===== src/rtl/prowess_mem_pkg.sv =====
// Shared-memory geometry and the result-writer state encoding.
package prowess_mem_pkg;

   localparam int SHMEM_DEPTH = 2048;
   localparam int SHMEM_AW    = 11;

   typedef enum logic {
      IDLE = 1'b0,
      RUN  = 1'b1
   } writer_state_e;

endpackage


===== src/rtl/pe_port_fifo.sv =====
// Small synchronous FIFO buffering words from one PE edge port.
// Pointers carry one extra wrap bit so full and empty are distinguishable.
// Storage is not reset; clearing the pointers is enough to drop contents.
module pe_port_fifo #(
   parameter int DATA_WIDTH = 32,
   parameter int FIFO_DEPTH = 4
) (
   input  logic                  clk,
   input  logic                  rst_n,
   input  logic                  push,
   input  logic [DATA_WIDTH-1:0] wdata,
   input  logic                  pop,
   output logic                  full,
   output logic                  empty,
   output logic [DATA_WIDTH-1:0] rdata
);

   localparam int AW = $clog2(FIFO_DEPTH);

   logic [DATA_WIDTH-1:0] mem_q [FIFO_DEPTH];
   logic [AW:0]           wr_ptr_q, wr_ptr_d;
   logic [AW:0]           rd_ptr_q, rd_ptr_d;
   logic                  do_push, do_pop;

   assign full    = (wr_ptr_q[AW] != rd_ptr_q[AW]) && (wr_ptr_q[AW-1:0] == rd_ptr_q[AW-1:0]);
   assign empty   = (wr_ptr_q == rd_ptr_q);
   assign rdata   = mem_q[rd_ptr_q[AW-1:0]];
   assign do_push = push && !full;
   assign do_pop  = pop && !empty;

   // Next pointer values for this cycle's push and pop.
   always_comb begin
      wr_ptr_d = wr_ptr_q + {{AW{1'b0}}, do_push};
      rd_ptr_d = rd_ptr_q + {{AW{1'b0}}, do_pop};
   end

   // Word storage; written on an accepted push.
   always_ff @(posedge clk) begin
      if (do_push) begin
         mem_q[wr_ptr_q[AW-1:0]] <= wdata;
      end
   end

   // Pointer registers; reset empties the FIFO.
   always_ff @(posedge clk) begin
      if (!rst_n) begin
         wr_ptr_q <= '0;
         rd_ptr_q <= '0;
      end else begin
         wr_ptr_q <= wr_ptr_d;
         rd_ptr_q <= rd_ptr_d;
      end
   end

endmodule


===== src/rtl/pe_result_writer.sv =====
// Drains PE edge-port words into a shared-memory SRAM macro.
// Each port has its own FIFO; a round-robin arbiter grants one non-empty FIFO
// per RUN cycle and the granted word is written to base+written one cycle later.
// Optional: define PE_RESULT_WRITER_STALL_CNT_EN to add the stall_cnt output.
module pe_result_writer
   import prowess_mem_pkg::*;
#(
   parameter int DATA_WIDTH = 32,
   parameter int NPORT      = 5,
   parameter int ADDR_W     = SHMEM_AW,
   parameter int FIFO_DEPTH = 4
) (
   input  logic                        clk,
   input  logic                        rst_n,
   input  logic                        start,
   input  logic [ADDR_W-1:0]           base_addr,
   input  logic [ADDR_W:0]             word_count,
   input  logic [NPORT*DATA_WIDTH-1:0] port_data,
   input  logic [NPORT-1:0]            port_valid,
   output logic [NPORT-1:0]            port_ready,
   output logic                        mem_ceb,
   output logic                        mem_web,
   output logic [ADDR_W-1:0]           mem_a,
   output logic [DATA_WIDTH-1:0]       mem_d,
   output logic                        busy,
   output logic                        done,
   output logic                        err_zero
`ifdef PE_RESULT_WRITER_STALL_CNT_EN
   ,
   output logic [31:0]                 stall_cnt
`endif
);

   localparam int PW = (NPORT > 1) ? $clog2(NPORT) : 1;

   writer_state_e         state_q, state_d;
   logic [ADDR_W-1:0]     base_q, base_d;
   logic [ADDR_W:0]       count_q, count_d;
   logic [ADDR_W:0]       written_q, written_d;
   logic [PW-1:0]         rr_ptr_q, rr_ptr_d;
   logic                  mem_ceb_q, mem_ceb_d;
   logic                  mem_web_q, mem_web_d;
   logic [ADDR_W-1:0]     mem_a_q, mem_a_d;
   logic [DATA_WIDTH-1:0] mem_d_q, mem_d_d;
   logic                  done_q, done_d;
   logic                  err_zero_q, err_zero_d;

   logic [NPORT-1:0]      fifo_full, fifo_empty, fifo_push, fifo_pop;
   logic [DATA_WIDTH-1:0] fifo_rdata [NPORT];
   logic                  can_grant, grant_valid, start_ok;
   logic [PW-1:0]         grant_idx;
   logic [PW:0]           cand;

   assign can_grant = (state_q == RUN) && (written_q != count_q);
   assign start_ok  = (state_q == IDLE) && start && (word_count != '0);

   for (genvar gi = 0; gi < NPORT; gi++) begin : g_port
      // Ready depends on registered state only, so a full FIFO refuses even if popped this cycle.
      assign port_ready[gi] = (state_q == RUN) && !fifo_full[gi];
      assign fifo_push[gi]  = port_valid[gi] && port_ready[gi];
      assign fifo_pop[gi]   = grant_valid && (grant_idx == PW'(gi));

      pe_port_fifo #(
         .DATA_WIDTH (DATA_WIDTH),
         .FIFO_DEPTH (FIFO_DEPTH)
      ) u_fifo (
         .clk   (clk),
         .rst_n (rst_n),
         .push  (fifo_push[gi]),
         .wdata (port_data[gi*DATA_WIDTH +: DATA_WIDTH]),
         .pop   (fifo_pop[gi]),
         .full  (fifo_full[gi]),
         .empty (fifo_empty[gi]),
         .rdata (fifo_rdata[gi])
      );
   end

   // Round-robin: first non-empty FIFO at or after the pointer, wrapping at NPORT.
   always_comb begin
      grant_valid = 1'b0;
      grant_idx   = '0;
      cand        = '0;
      for (int k = 0; k < NPORT; k++) begin
         cand = {1'b0, rr_ptr_q} + (PW+1)'(k);
         if (cand >= (PW+1)'(NPORT)) begin
            cand = cand - (PW+1)'(NPORT);
         end
         if (can_grant && !grant_valid && !fifo_empty[cand[PW-1:0]]) begin
            grant_valid = 1'b1;
            grant_idx   = cand[PW-1:0];
         end
      end
   end

   // Control state, transfer bookkeeping and the registered SRAM write port.
   always_comb begin
      state_d    = state_q;
      base_d     = base_q;
      count_d    = count_q;
      written_d  = written_q;
      rr_ptr_d   = rr_ptr_q;
      mem_ceb_d  = 1'b1;
      mem_web_d  = 1'b1;
      mem_a_d    = mem_a_q;
      mem_d_d    = mem_d_q;
      done_d     = 1'b0;
      err_zero_d = err_zero_q;

      case (state_q)
         IDLE: begin
            if (start_ok) begin
               base_d     = base_addr;
               count_d    = word_count;
               written_d  = '0;
               err_zero_d = 1'b0;
               state_d    = RUN;
            end else if (start) begin
               err_zero_d = 1'b1;
            end
         end
         RUN: begin
            // The last write is on the SRAM pins this cycle; finish next.
            if (written_q == count_q) begin
               state_d = IDLE;
               done_d  = 1'b1;
            end
         end
         default: state_d = IDLE;
      endcase

      if (grant_valid) begin
         mem_ceb_d = 1'b0;
         mem_web_d = 1'b0;
         mem_a_d   = base_q + written_q[ADDR_W-1:0];
         mem_d_d   = fifo_rdata[grant_idx];
         written_d = written_q + (ADDR_W+1)'(1);
         rr_ptr_d  = (grant_idx == PW'(NPORT - 1)) ? '0 : grant_idx + PW'(1);
      end
   end

   // State registers with synchronous active-low reset.
   always_ff @(posedge clk) begin
      if (!rst_n) begin
         state_q    <= IDLE;
         base_q     <= '0;
         count_q    <= '0;
         written_q  <= '0;
         rr_ptr_q   <= '0;
         mem_ceb_q  <= 1'b1;
         mem_web_q  <= 1'b1;
         mem_a_q    <= '0;
         mem_d_q    <= '0;
         done_q     <= 1'b0;
         err_zero_q <= 1'b0;
      end else begin
         state_q    <= state_d;
         base_q     <= base_d;
         count_q    <= count_d;
         written_q  <= written_d;
         rr_ptr_q   <= rr_ptr_d;
         mem_ceb_q  <= mem_ceb_d;
         mem_web_q  <= mem_web_d;
         mem_a_q    <= mem_a_d;
         mem_d_q    <= mem_d_d;
         done_q     <= done_d;
         err_zero_q <= err_zero_d;
      end
   end

   assign mem_ceb  = mem_ceb_q;
   assign mem_web  = mem_web_q;
   assign mem_a    = mem_a_q;
   assign mem_d    = mem_d_q;
   assign busy     = (state_q == RUN);
   assign done     = done_q;
   assign err_zero = err_zero_q;

`ifdef PE_RESULT_WRITER_STALL_CNT_EN
   logic [31:0] stall_cnt_q, stall_cnt_d;

   // Saturating count of RUN cycles where data waits on a port but nothing is granted.
   always_comb begin
      stall_cnt_d = stall_cnt_q;
      if (start_ok) begin
         stall_cnt_d = '0;
      end else if ((state_q == RUN) && !grant_valid && (|port_valid) && (stall_cnt_q != '1)) begin
         stall_cnt_d = stall_cnt_q + 32'd1;
      end
   end

   // Stall counter register.
   always_ff @(posedge clk) begin
      if (!rst_n) begin
         stall_cnt_q <= '0;
      end else begin
         stall_cnt_q <= stall_cnt_d;
      end
   end

   assign stall_cnt = stall_cnt_q;
`endif

endmodule

===== config.mk =====
export PLATFORM = sky130hd
export DESIGN_NAME = pe_result_writer
export DESIGN_NICKNAME = d
export VERILOG_FILES = /design/src/rtl/prowess_mem_pkg.sv /design/src/rtl/pe_port_fifo.sv /design/src/rtl/pe_result_writer.sv
export SDC_FILE = /design/constraint.sdc
export NUM_CORES = 1
export LEC_CHECK = 0
export ABC_AREA = 1
export BUFFER_PORTS_ARGS = -buffer_cell sky130_fd_sc_hd__buf_2
export CORE_ASPECT_RATIO = 0.9
export CORE_UTILIZATION = 45
export DETAILED_ROUTE_END_ITERATION = 16
export PLACE_DENSITY_LB_ADDON = 0.1
export SLEW_MARGIN = 25
export SYNTH_ARGS = -nofsm -noshare
export SYNTH_HDL_FRONTEND = slang
export SYNTH_HIERARCHICAL = 1
export SYNTH_SLANG_ARGS = --single-unit

===== constraint.sdc =====
create_clock -name clk -period 6.93 [get_ports clk]
set_clock_uncertainty 0.05 [all_clocks]
set_input_delay 0.3465 -clock clk [delete_from_list [all_inputs] [get_ports clk]]
set_output_delay 0.3465 -clock clk [all_outputs]
set_load 0.02 [all_outputs]

# Word-level counts from Yosys, hierarchy flattened
# Memory sizes are Yosys's and may differ from the RTL's. A register that Yosys moved wholly into a read port is not among the register bits.
# Index checks and enable logic that the tools add are counted.
# W data, S select, Z words.
[totals] regBits=115 latch_bits=0 ram_bits=640 rom_bits=0 input_bits=191 out_inout_bits=53 elab_cells=205 n_memories=5
[memory_table] memory="g_port[0].u_fifo.mem_q" depth=4 width=32 rd=1 rd_clocked_by_memory_dff=1 wr=1 line_no="pe_port_fifo.sv:20" rtl="logic [DATA_WIDTH-1:0] mem_q [FIFO_DEPTH];"
[memory_table] memory="g_port[1].u_fifo.mem_q" depth=4 width=32 rd=1 rd_clocked_by_memory_dff=1 wr=1 line_no="pe_port_fifo.sv:20"
[memory_table] memory="g_port[2].u_fifo.mem_q" depth=4 width=32 rd=1 rd_clocked_by_memory_dff=1 wr=1 line_no="pe_port_fifo.sv:20"
[memory_table] memory="g_port[3].u_fifo.mem_q" depth=4 width=32 rd=1 rd_clocked_by_memory_dff=1 wr=1 line_no="pe_port_fifo.sv:20"
[memory_table] memory="g_port[4].u_fifo.mem_q" depth=4 width=32 rd=1 rd_clocked_by_memory_dff=1 wr=1 line_no="pe_port_fifo.sv:20"
[classes] n_addsub=22 mul=0 n_div=0 n_lt_le_gt_ge=11 n_eq_ne=22 shift=0 muxes=54 bitwise_logic=2 n_reduce_logical=69
[op_table] cell="$bmux W32 S3" count=1
[op_table] cell="$mux W32" count=2
[op_table] cell="$logic_and A1 B1 Y1" count=42
[op_table] cell="$mux W12" count=3
[op_table] cell="$mux W3" count=11
[op_table] cell="$add A3 B1 Y3" count=10
[op_table] cell="$mux W1" count=26
[op_table] cell="$lt A3 B4 Y1 const B" count=5
[op_table] cell="$logic_not A1 Y1" count=19
[op_table] cell="$ge A4 B3 Y1 const B" count=4
[op_table] cell="$bmux W1 S3" count=5
[op_table] cell="$eq A3 B3 Y1" count=5
[op_table] cell="$sub A3 B3 Y3 const B" count=5
[op_table] cell="$add A12 B1 Y12 const B" count=1
[op_table] cell="$eq A12 B12 Y1" count=1
[op_table] cell="$ne A12 B12 Y1" count=1
[op_table] cell="$reduce_bool A12 Y1" count=1
[op_table] cell="$add A11 B11 Y11" count=1
[op_table] cell="$eq A2 B2 Y1" count=5
[op_table] cell="$mux W2" count=5
[op_table] cell="$add A3 B2 Y4 const B" count=2
[op_table] cell="$reduce_and A2 Y1" count=4
[op_table] cell="$eq A3 B2 Y1 const B" count=2
[op_table] cell="$ne A1 B1 Y1" count=5
[op_table] cell="other kinds (13)" count=14

# Logic depth before layout (Yosys ltp)
# Gate-level depths: netlist of run 1.
[depth] word_depth=28 ltp_mapped=33 mapped_depth_nobuf=31

# Cells and area by module
# The synthesis of run 1 kept the hierarchy.
[modules_own_cells] mod="pe_port_fifo" n_inst=5 cells_each=362 area_each_um2=5113.7
[modules_own_cells] mod="pe_result_writer" n_inst=1 cells_each=1167 area_each_um2=6974.2

# Least setup slack after synthesis of run 1
# No wires, ideal clock.
[synth_path] path_type="reg2reg" start="register rr_ptr_q[0]" end="register g_port[3].u_fifo.rd_ptr_q[1]" setup_time_ns=0.109 t_arrival_ns=3.637 slack_ns=3.134 stages_incl_launch_ff=33 path_buffers=2 cell_sequence="dfxtp_1 > bufinv_8 > ha_1 > inv_1 > fa_1 > inv_1 > nand2_1 > nand2_1 > nand2_1 > inv_1 > nand3_1 > nand2_1 > nand2_1 > nand3_1 > nand3_2 > nor2_4 > nand2_4 > clkinv_2 > nand2_2 > nand2_2 > buf_6 > buf_6 > inv_2 > ha_1 > ha_1 > inv_1 > nor2_1 > nand2_1 > inv_1 > ha_1 > ha_1 > nand2_1 > inv_1"
[synth_between] elab_chain_len=27 word_cells_on_any_way=61 cone_classes="add/sub: 10; order compare: 5; eq/ne: 1; mux: 25; reduce/logical: 20"
[synth_lines] element="from (decl)" line_no="pe_result_writer.sv:40" rtl="logic [PW-1:0] rr_ptr_q, rr_ptr_d;"
[synth_lines] element="from (signal assigned)" line_no="pe_result_writer.sv:160" rtl="rr_ptr_q <= rr_ptr_d;"
[synth_lines] element="branches (longest 24 deep; another with $add A3 B1 Y4)"
[synth_lines] element="$logic_and A1 B1 Y1 (*)" line_no="pe_result_writer.sv:61" rtl="assign fifo_pop[gi] = grant_valid && (grant_idx == PW'(gi));"
[synth_lines] element="net fifo_pop[3]" line_no="pe_result_writer.sv:48" rtl="logic [NPORT-1:0] fifo_full, fifo_empty, fifo_push, fifo_pop;"
[synth_lines] element="$logic_and A1 B1 Y1 (*)" line_no="pe_port_fifo.sv:29" rtl="assign do_pop = pop && !empty;"
[synth_lines] element="$add A3 B1 Y3 (*)" line_no="pe_port_fifo.sv:34" rtl="rd_ptr_d = rd_ptr_q + {{AW{1'b0}}, do_pop};"
[synth_lines] element="net g_port[3].u_fifo.rd_ptr_d[1]" line_no="pe_port_fifo.sv:22" rtl="logic [AW:0] rd_ptr_q, rd_ptr_d;"
[synth_lines] element="to (signal assigned)" line_no="pe_port_fifo.sv:51" rtl="rd_ptr_q <= rd_ptr_d;"
[synth_lines] element="to (decl)" line_no="pe_port_fifo.sv:22"
# Mark *: on every way through the listed nets, which the timed path passes. The select of a mux whose other input is x is not followed.
# A chain may end at the register's enable or synchronous reset.

# Worst setup path after layout of run 1
# Same ends and word-level chain as after synthesis.

==> results.json, run 1 <==
{
  "outcome": "completed",
  "yosysTopAreaCellShare_pct": 59.1,
  "wire_per_inst_um": 20.2,
  "ys_top_cells_by_area": "edfxtp_1 (59%), dfxtp_1 (7.1%), o21ai_0 (5.6%)",
  "setup_viol": 0,
  "routed_wl_mm": 88.7,
  "setup.worst_path.start": "rr_ptr_q[0]",
  "die_area_um2": 73400,
  "crit_required_ps": 7410,
  "slew_violations": 0,
  "vias": 23200,
  "min_period_ps": 5020,
  "p_per_area_nw_per_um2": 357,
  "p_total_mw": 13.8,
  "synth.avg_cell_area_um2": 10.9,
  "grt_use_total_pct": 23.9,
  "tightest_slew_ps": 929,
  "ant_nets": 0,
  "nets": 3601,
  "cts_resized": 0,
  "ir_drop_mv": 0.393,
  "utilization_pct": 54.1,
  "ys_ff_latch": 755,
  "clock_path_buffers": 3,
  "first_iter_violations": 1723,
  "fp.coreArea_um2": 71600,
  "antenna_found_initial": 4,
  "fillers": 6194,
  "seq_area_um2": 21500,
  "crit_arrival_ps": 5490,
  "fin_crit_sh_pct": 72.4,
  "grt_pass1_vias": 22600,
  "cts_made_buffers": 79,
  "synth_area_um2": 32500,
  "cts_tree": "yes",
  "start_util_pct": 45.5,
  "grt-ovfl-total": 0,
  "cts_htree_levels": 3,
  "clk_pin_slew_ps": 60,
  "final_layout_size_suffix_gt1_share_pct": 14.4,
  "ys.flop_type": "edfxtp_1",
  "crit_path_end_kind": "flop",
  "multi_input_area_um2": 8940,
  "drc_errors": 0,
  "clock_latency_ps": 630,
  "setup_ws_ps": 1910,
  "dp_hpwl_mm": 55.8,
  "die_h_um": 257,
  "cap_violations": 0,
  "synthToLayoutAreaGrowth_pct": 19.0,
  "hold_viol": 0,
  "die_w_um": 285,
  "grt_pass1_wl_mm": 134,
  "rsz0062_at_grt": "no",
  "synth-edff-count": 640,
  "gp_congestion": 0.887,
  "netlist_instances": 2977,
  "fmax_mhz": 199,
  "criticalPathCategory": "reg -> reg",
  "slew_headroom_pct": 38.0,
  "drtPass1Iterations": 5,
  "clock-sinks": 755,
  "dp_slack_ps": 1940,
  "grt_start_max_net_pins": 68,
  "worstSetupStartpointType": "flop",
  "yosysTopAreaCell": "edfxtp_1",
  "fin_tns_setup_ps": 0,
  "path_max_fanout": 36,
  "num_io_pins": 244,
  "async_reset_ff_share_pct": 0,
  "r2r_start": "rr_ptr_q[0]",
  "viasPerCell": 5.30,
  "power.leakage_nw": 15.2,
  "hp-class": "in -> reg",
  "yosysSeqAreaShare_pct": 66.1,
  "numPortBuffers": 243,
  "ys_types": 47,
  "holdCritStartpoint": "word_count[5]",
  "num_rows": 93,
  "ys_warn_count": 6,
  "clock-root-buffer": "clkbuf_16",
  "syn-num-nets": 3214
}
## cell usage after synthesis, types with 2 or more instances
cell        n
nand3_1   176
nand4_1    12
ha_1       44
nor4_1      4
a211oi_1    2
nand2_2    13
a21oi_2     8
a21oi_1    58
nand2_1   324
nor3_1      4
xnor2_1    15
o22ai_1   160
nor2_2     22
inv_2      14
buf_2      61
buf_6      28
o21ai_0   365
edfxtp_1  640
nand2_4     8
o211ai_1    3
clkbuf_1   40
nand3_2    12
o21ai_1    34
inv_1     263
dfxtp_1   115
xnor2_2     5
nor2_1    475
nor3b_1     5
inv_6       5
nand3b_1    7
xor2_1     11
fa_1        2
o31ai_1     2
buf_4      27
## final cells by class
| cell class | instances | share of cell area (%) |
|---|---|---|
| flip-flops and latches | 755 | 55.6 |
| multi-input cells | 1781 | 23.1 |
| repair buffers | 462 | 8.57 |
| clock buffers | 102 | 5.57 |
| well taps | 950 | 3.07 |
| inverters | 285 | 2.87 |
| clock inverters | 43 | 1.26 |
| diodes | 3 | 0.0194 |
## cell usage in the layout, fill, tap and decap left out, types with 7 or more instances in the layout
cell,count
edfxtp_1,640
nor2_1,475
o21ai_0,365
nand2_1,324
inv_1,263
buf_2,242
dlygate4sd3_1,182
nand3_1,176
o22ai_1,160
dfxtp_1,110
clkbuf_16,81
a21oi_1,58
ha_1,44
buf_4,38
o21ai_1,34
nor2_2,22
clkinv_1,16
clkbuf_1,16
xnor2_1,15
inv_2,14
nand2_2,13
clkinv_2,13
nand3_2,12
nand4_1,12
xor2_1,11
bufinv_16,9
nand2_4,8
a21oi_2,8
nand3b_1,7
## per-layer routing
| layer | up-vias | part of all wire [%] | track usage [%] | wire length, um |
|---|---|---|---|---|
| li1 | 11100 | - | - | - |
| met2 | 597 | 49 | 40.3 | 43600 |
| met3 | 115 | 5.7 | 4.20 | 5020 |
| met5 | - | 0.019 | 0 | 17 |
| met1 | 11400 | 43 | 31.8 | 38100 |
| met4 | 4 | 2.1 | 6.33 | 1890 |
## what timing repair did
action | 4_1_cts | 5_1_grt
setup buffers | 0 | 0
hold endpoints to repair | 662 | 0
hold buffers | 182 | 0
## critical path: stages (launching register included)
cell and delay (ps):
dfxtp_1 720, bufinv_8 330, ha_1 230, ha_1 370, inv_1 120, nand2_1 80
o21ai_1 100, nand3b_1 280, nand3_2 170, nand3_2 120, nor2_4 140, nand2_4 90
clkinv_2 80, nand2_2 60, nand2_4 350, inv_2 360, ha_1 290, ha_1 200
inv_1 50, nor2_1 40, nand2_1 100, inv_1 40, ha_1 170, ha_1 270
nand2_1 70, inv_1 40
## metrics by stage
| stage | cell area (um2) | std cells | hold WS (ps) |
|---|---|---|---|
| 6_report | 38700 | 4381 | 59.0 |
| 5_1_grt | 38700 | 4379 | 61.9 |
| 4_1_cts | 38700 | 4378 | 32.8 |
| 3_5_place_dp | 34300 | 4051 | 413 |
| 3_3_place_gp | 34300 | 4051 | 409 |
| 2_1_floorplan | 32500 | 2977 | 390 |
## sequential cells by signal, summed over array words and instances, names as in the netlist, 3 cells and up
register                flops
mem_a                      11
mem_d                      32
count_q                    12
rr_ptr_q                    3
base_q                     11
g_port.u_fifo/rd_ptr_q     15
written_q                  12
g_port.u_fifo/mem_q       640
g_port.u_fifo/wr_ptr_q     15
## cell families after synthesis
kind of cell	synth area share [%]
AND/OR/NAND/NOR	14.0
flip-flops	66.1
AO/OA/AOI/OAI	10.7
buffers and inverters	6.40
adder cells (fa/ha/maj)	1.81
XOR/XNOR	1.00
## path summary, 6_finish.rpt
check                            endpoint  slack [ps]  depth (start not counted)
min reg2reg                 written_q[11]         420                          1
max reg2reg  g_port[3].u_fifo/rd_ptr_q[1]        1910                         25
min                            count_q[5]          60                          3
max          g_port[3].u_fifo/rd_ptr_q[1]        1910                         25
## power breakdown
part	total (mW)	leakage [nW]	switching [mW]	internal (mW)
clock	4.30	1.30	1.75	2.55
combinational	4.30	7.17	3.23	1.07
sequential	5.22	6.73	0.106	5.12
Power figures use the tool's default switching activity.
==> inputs of run 2 (changes only) <==
--- a/config.mk
+++ b/config.mk
@@ -5,7 +5,7 @@
 export SDC_FILE = /design/constraint.sdc
 export NUM_CORES = 1
 export LEC_CHECK = 0
-export ABC_AREA = 1
+export ABC_AREA = 0
 export BUFFER_PORTS_ARGS = -buffer_cell sky130_fd_sc_hd__buf_2
 export CORE_ASPECT_RATIO = 0.9
 export CORE_UTILIZATION = 45
==> constraint.sdc (replaced) <==
create_clock -name clk -period 4.5 [get_ports clk]
set_clock_uncertainty 0.05 [all_clocks]
set_input_delay 0.225 -clock clk [delete_from_list [all_inputs] [get_ports clk]]
set_output_delay 0.225 -clock clk [all_outputs]
set_load 0.02 [all_outputs]
==> run 2 against run 1 <==
  * Count of clock-buffer cells in the layout decreased by 3
  * Flip-flop and latch count is the same
  * First-iteration DRC count shrank 7.5%
  * Critical path depth shrank 6
  * Via count is 21% lower
  * Combinational power rose by 53%
  * Largest cell class unchanged
==> results.json, run 2 <==
{
  "synth-edff-count": 640,
  "power.leakage_nw": 13.8,
  "clock_latency_ps": 630,
  "die_w_um": 281,
  "path_cells": "inv_2 > ha_1 > ha_2 > nor2_1 > a21bo_2 > a311oi_1 > o21ai_0 > o2bb2ai_1 > nor4_4 > buf_4 > a22oi_2 > buf_4 > ha_1 > and3_1 > o31a_1 > ha_1 > ha_1 > xor2_1 > and2_1",
  "ir_drop_mv": 0.426,
  "path_buf_inv": 3,
  "drc_errors": 0,
  "cts_tree": "yes",
  "top_layer_used": "met5",
  "final_layout_size_suffix_gt1_share_pct": 29.3,
  "path_max_fanout": 9,
  "tightest_slew_ps": 898,
  "clock-sinks": 755,
  "met2WireLength_mm": 36.0,
  "path_delay_family": "compound AO/OA/AOI/OAI gates",
  "fmax_mhz": 234,
  "yosysSeqAreaShare_pct": 68.1,
  "viasPerCell": 5.53,
  "synth.avg_cell_area_um2": 17.2,
  "rr_worst_depth": 19,
  "netlist_instances": 1837,
  "num_io_pins": 244,
  "grt_pass1_vias": 18600,
  "cts_htree_levels": 3,
  "grt_start_max_net_pins": 95,
  "clock-root-buffer": "clkbuf_16",
  "max_stage_delay_ps": 450,
  "p_per_area_nw_per_um2": 549,
  "dp_hpwl_mm": 52.7,
  "min_period_ps": 4270,
  "fillers": 5467,
  "fp.coreArea_um2": 69000,
  "slew_violations": 0,
  "cap_violations": 0,
  "rsz0062_at_grt": "no",
  "wire_per_inst_um": 24.1,
  "ys_types": 72,
  "ys_top_cells_by_area": "edfxtp_1 (61%), mux4_2 (11%), dfxtp_1 (7.3%)",
  "die_h_um": 253,
  "synth_area_um2": 31600,
  "crit_path_top_delay_cell": "ha_2",
  "layout_common_cells": "edfxtp_1 (640), buf_2 (242), dlygate4sd3_1 (184)",
  "post-place-cells": 2995,
  "outcome": "completed",
  "vias": 18400,
  "async_reset_ff_share_pct": 0,
  "hp-class": "in -> reg",
  "p_total_mw": 21.4,
  "yosysTopAreaCell": "edfxtp_1",
  "ys_ff_latch": 755,
  "yosysTopAreaCellShare_pct": 60.9,
  "ys_warn_count": 6,
  "drtPass1Iterations": 7,
  "routed_wl_mm": 80.2,
  "grt_use_total_pct": 22.8,
  "gp_congestion": 0.875,
  "ys_top_cells_by_count": "edfxtp_1 (640), mux4_2 (160), dfxtp_1 (115)",
  "wl_met3_mm": 5.52,
  "die_area_um2": 71200,
  "ys.flop_type": "edfxtp_1",
  "cts_made_buffers": 80,
  "grt-ovfl-total": 0,
  "antenna_found_initial": 7,
  "fin_crit_sh_pct": 94.9,
  "slew_headroom_pct": 40.1,
  "utilization_pct": 56.4,
  "start_util_pct": 45.8,
  "ant_nets": 0,
  "clk_pin_slew_ps": 60,
  "numPortBuffers": 243,
  "layout_commonest_cell": "edfxtp_1",
  "crit_arrival_ps": 4730,
  "grt_pass1_wl_mm": 118,
  "cp_common_cell": "ha_1",
  "fin_cells": 3322,
  "drt-met1-wl_mm": 36.2,
  "criticalPathCategory": "reg -> reg",
  "crit_required_ps": 4960,
  "hold_viol": 0,
  "first_iter_violations": 1594,
  "nets": 2570,
  "worstSetupStartpointType": "flop",
  "whs_ps": 131,
  "crit_path_end_kind": "flop",
  "num_rows": 91,
  "hold_depth": 2,
  "setup_viol": 0,
  "critical_path_depth": 19,
  "synthMostInstantiatedCell": "edfxtp_1",
  "synthToLayoutAreaGrowth_pct": 23.3,
  "clock_path_buffers": 3,
  "largest_reg_flops": 640,
  "syn-num-nets": 2074
}
## run 2: cell count changes in the layout (fill, tap and decap cells not counted), moves of 39 or more
cell and delta:
nor2_1 -443, nand2_1 -220, buf_4 +59, mux4_2 +160, nand3_1 -133, o21ai_0 -307
o22ai_1 -158, inv_1 -245, and2_1 +39
## run 2: path summary, 6_finish.rpt
path | from | to | slack, ps
hold / removal | rst_n | mem_web | 130
setup / recovery | rr_ptr_q[0] | g_port[2].u_fifo/rd_ptr_q[2] | 230
setup reg to reg | rr_ptr_q[0] | g_port[2].u_fifo/rd_ptr_q[2] | 230
hold reg to reg | err_zero | err_zero | 400
## run 2: per-layer routing
metal	up-vias	GRT usage (%)
li1	8345	-
met1	9362	32.8
met2	519	34.1
met3	124	5.23
met4	8	7.61
met5	-	0
## run 2: report_power, final
part | internal (mW) | switching [mW]
Sequential | 7.93 | 0.196
Clock | 3.96 | 2.73
Combinational | 2.46 | 4.11
Total | 14.3 | 7.03
## run 2: per-stage QoR
| step | setup TNS [ps] | worst slack [ps] | cell area (um2) |
|---|---|---|---|
| detailed placement | 0 | 58.4 | 34300 |
| CTS | 0 | 26.0 | 38800 |
| floorplan | -52.2 | -33.4 | 31600 |
| global route | 0 | 0.269 | 38900 |
| finish | 0 | 228 | 38900 |
| global placement | 0 | 85.4 | 34300 |
## run 2: cell type report
type	count	area, um2	share of cell area [%]
sequential	755	21500	55.3
multi-input combinational	946	9630	24.7
timing repair buffer	528	3880	9.97
clock buffer	99	2130	5.48
tap	930	1160	2.99
clock inverter	41	518	1.33
inverter	22	82.6	0.212
antenna	1	2.50	0.00643
## run 2: timing repair
item | 4_1_cts | 5_1_grt
resized for setup | 0 | 20
hold endpoints to repair | 664 | 0
setup buffers | 0 | 2
setup endpoints to repair | 0 | 42
hold buffers | 184 | 0
## run 2: cells by family (layout without fill, tap and decap cells)
kind of cell	count (synthesis)	count (layout)	share of synthesized area (%)
flops	755	755	68.1
simple gates	364	364	6.04
compound gates	246	246	5.98
mux	230	230	13.8
buf+inv	136	690	2.53
xor+xnor	60	60	1.66
fa+ha+maj	46	46	1.87
other cells	0	1	0
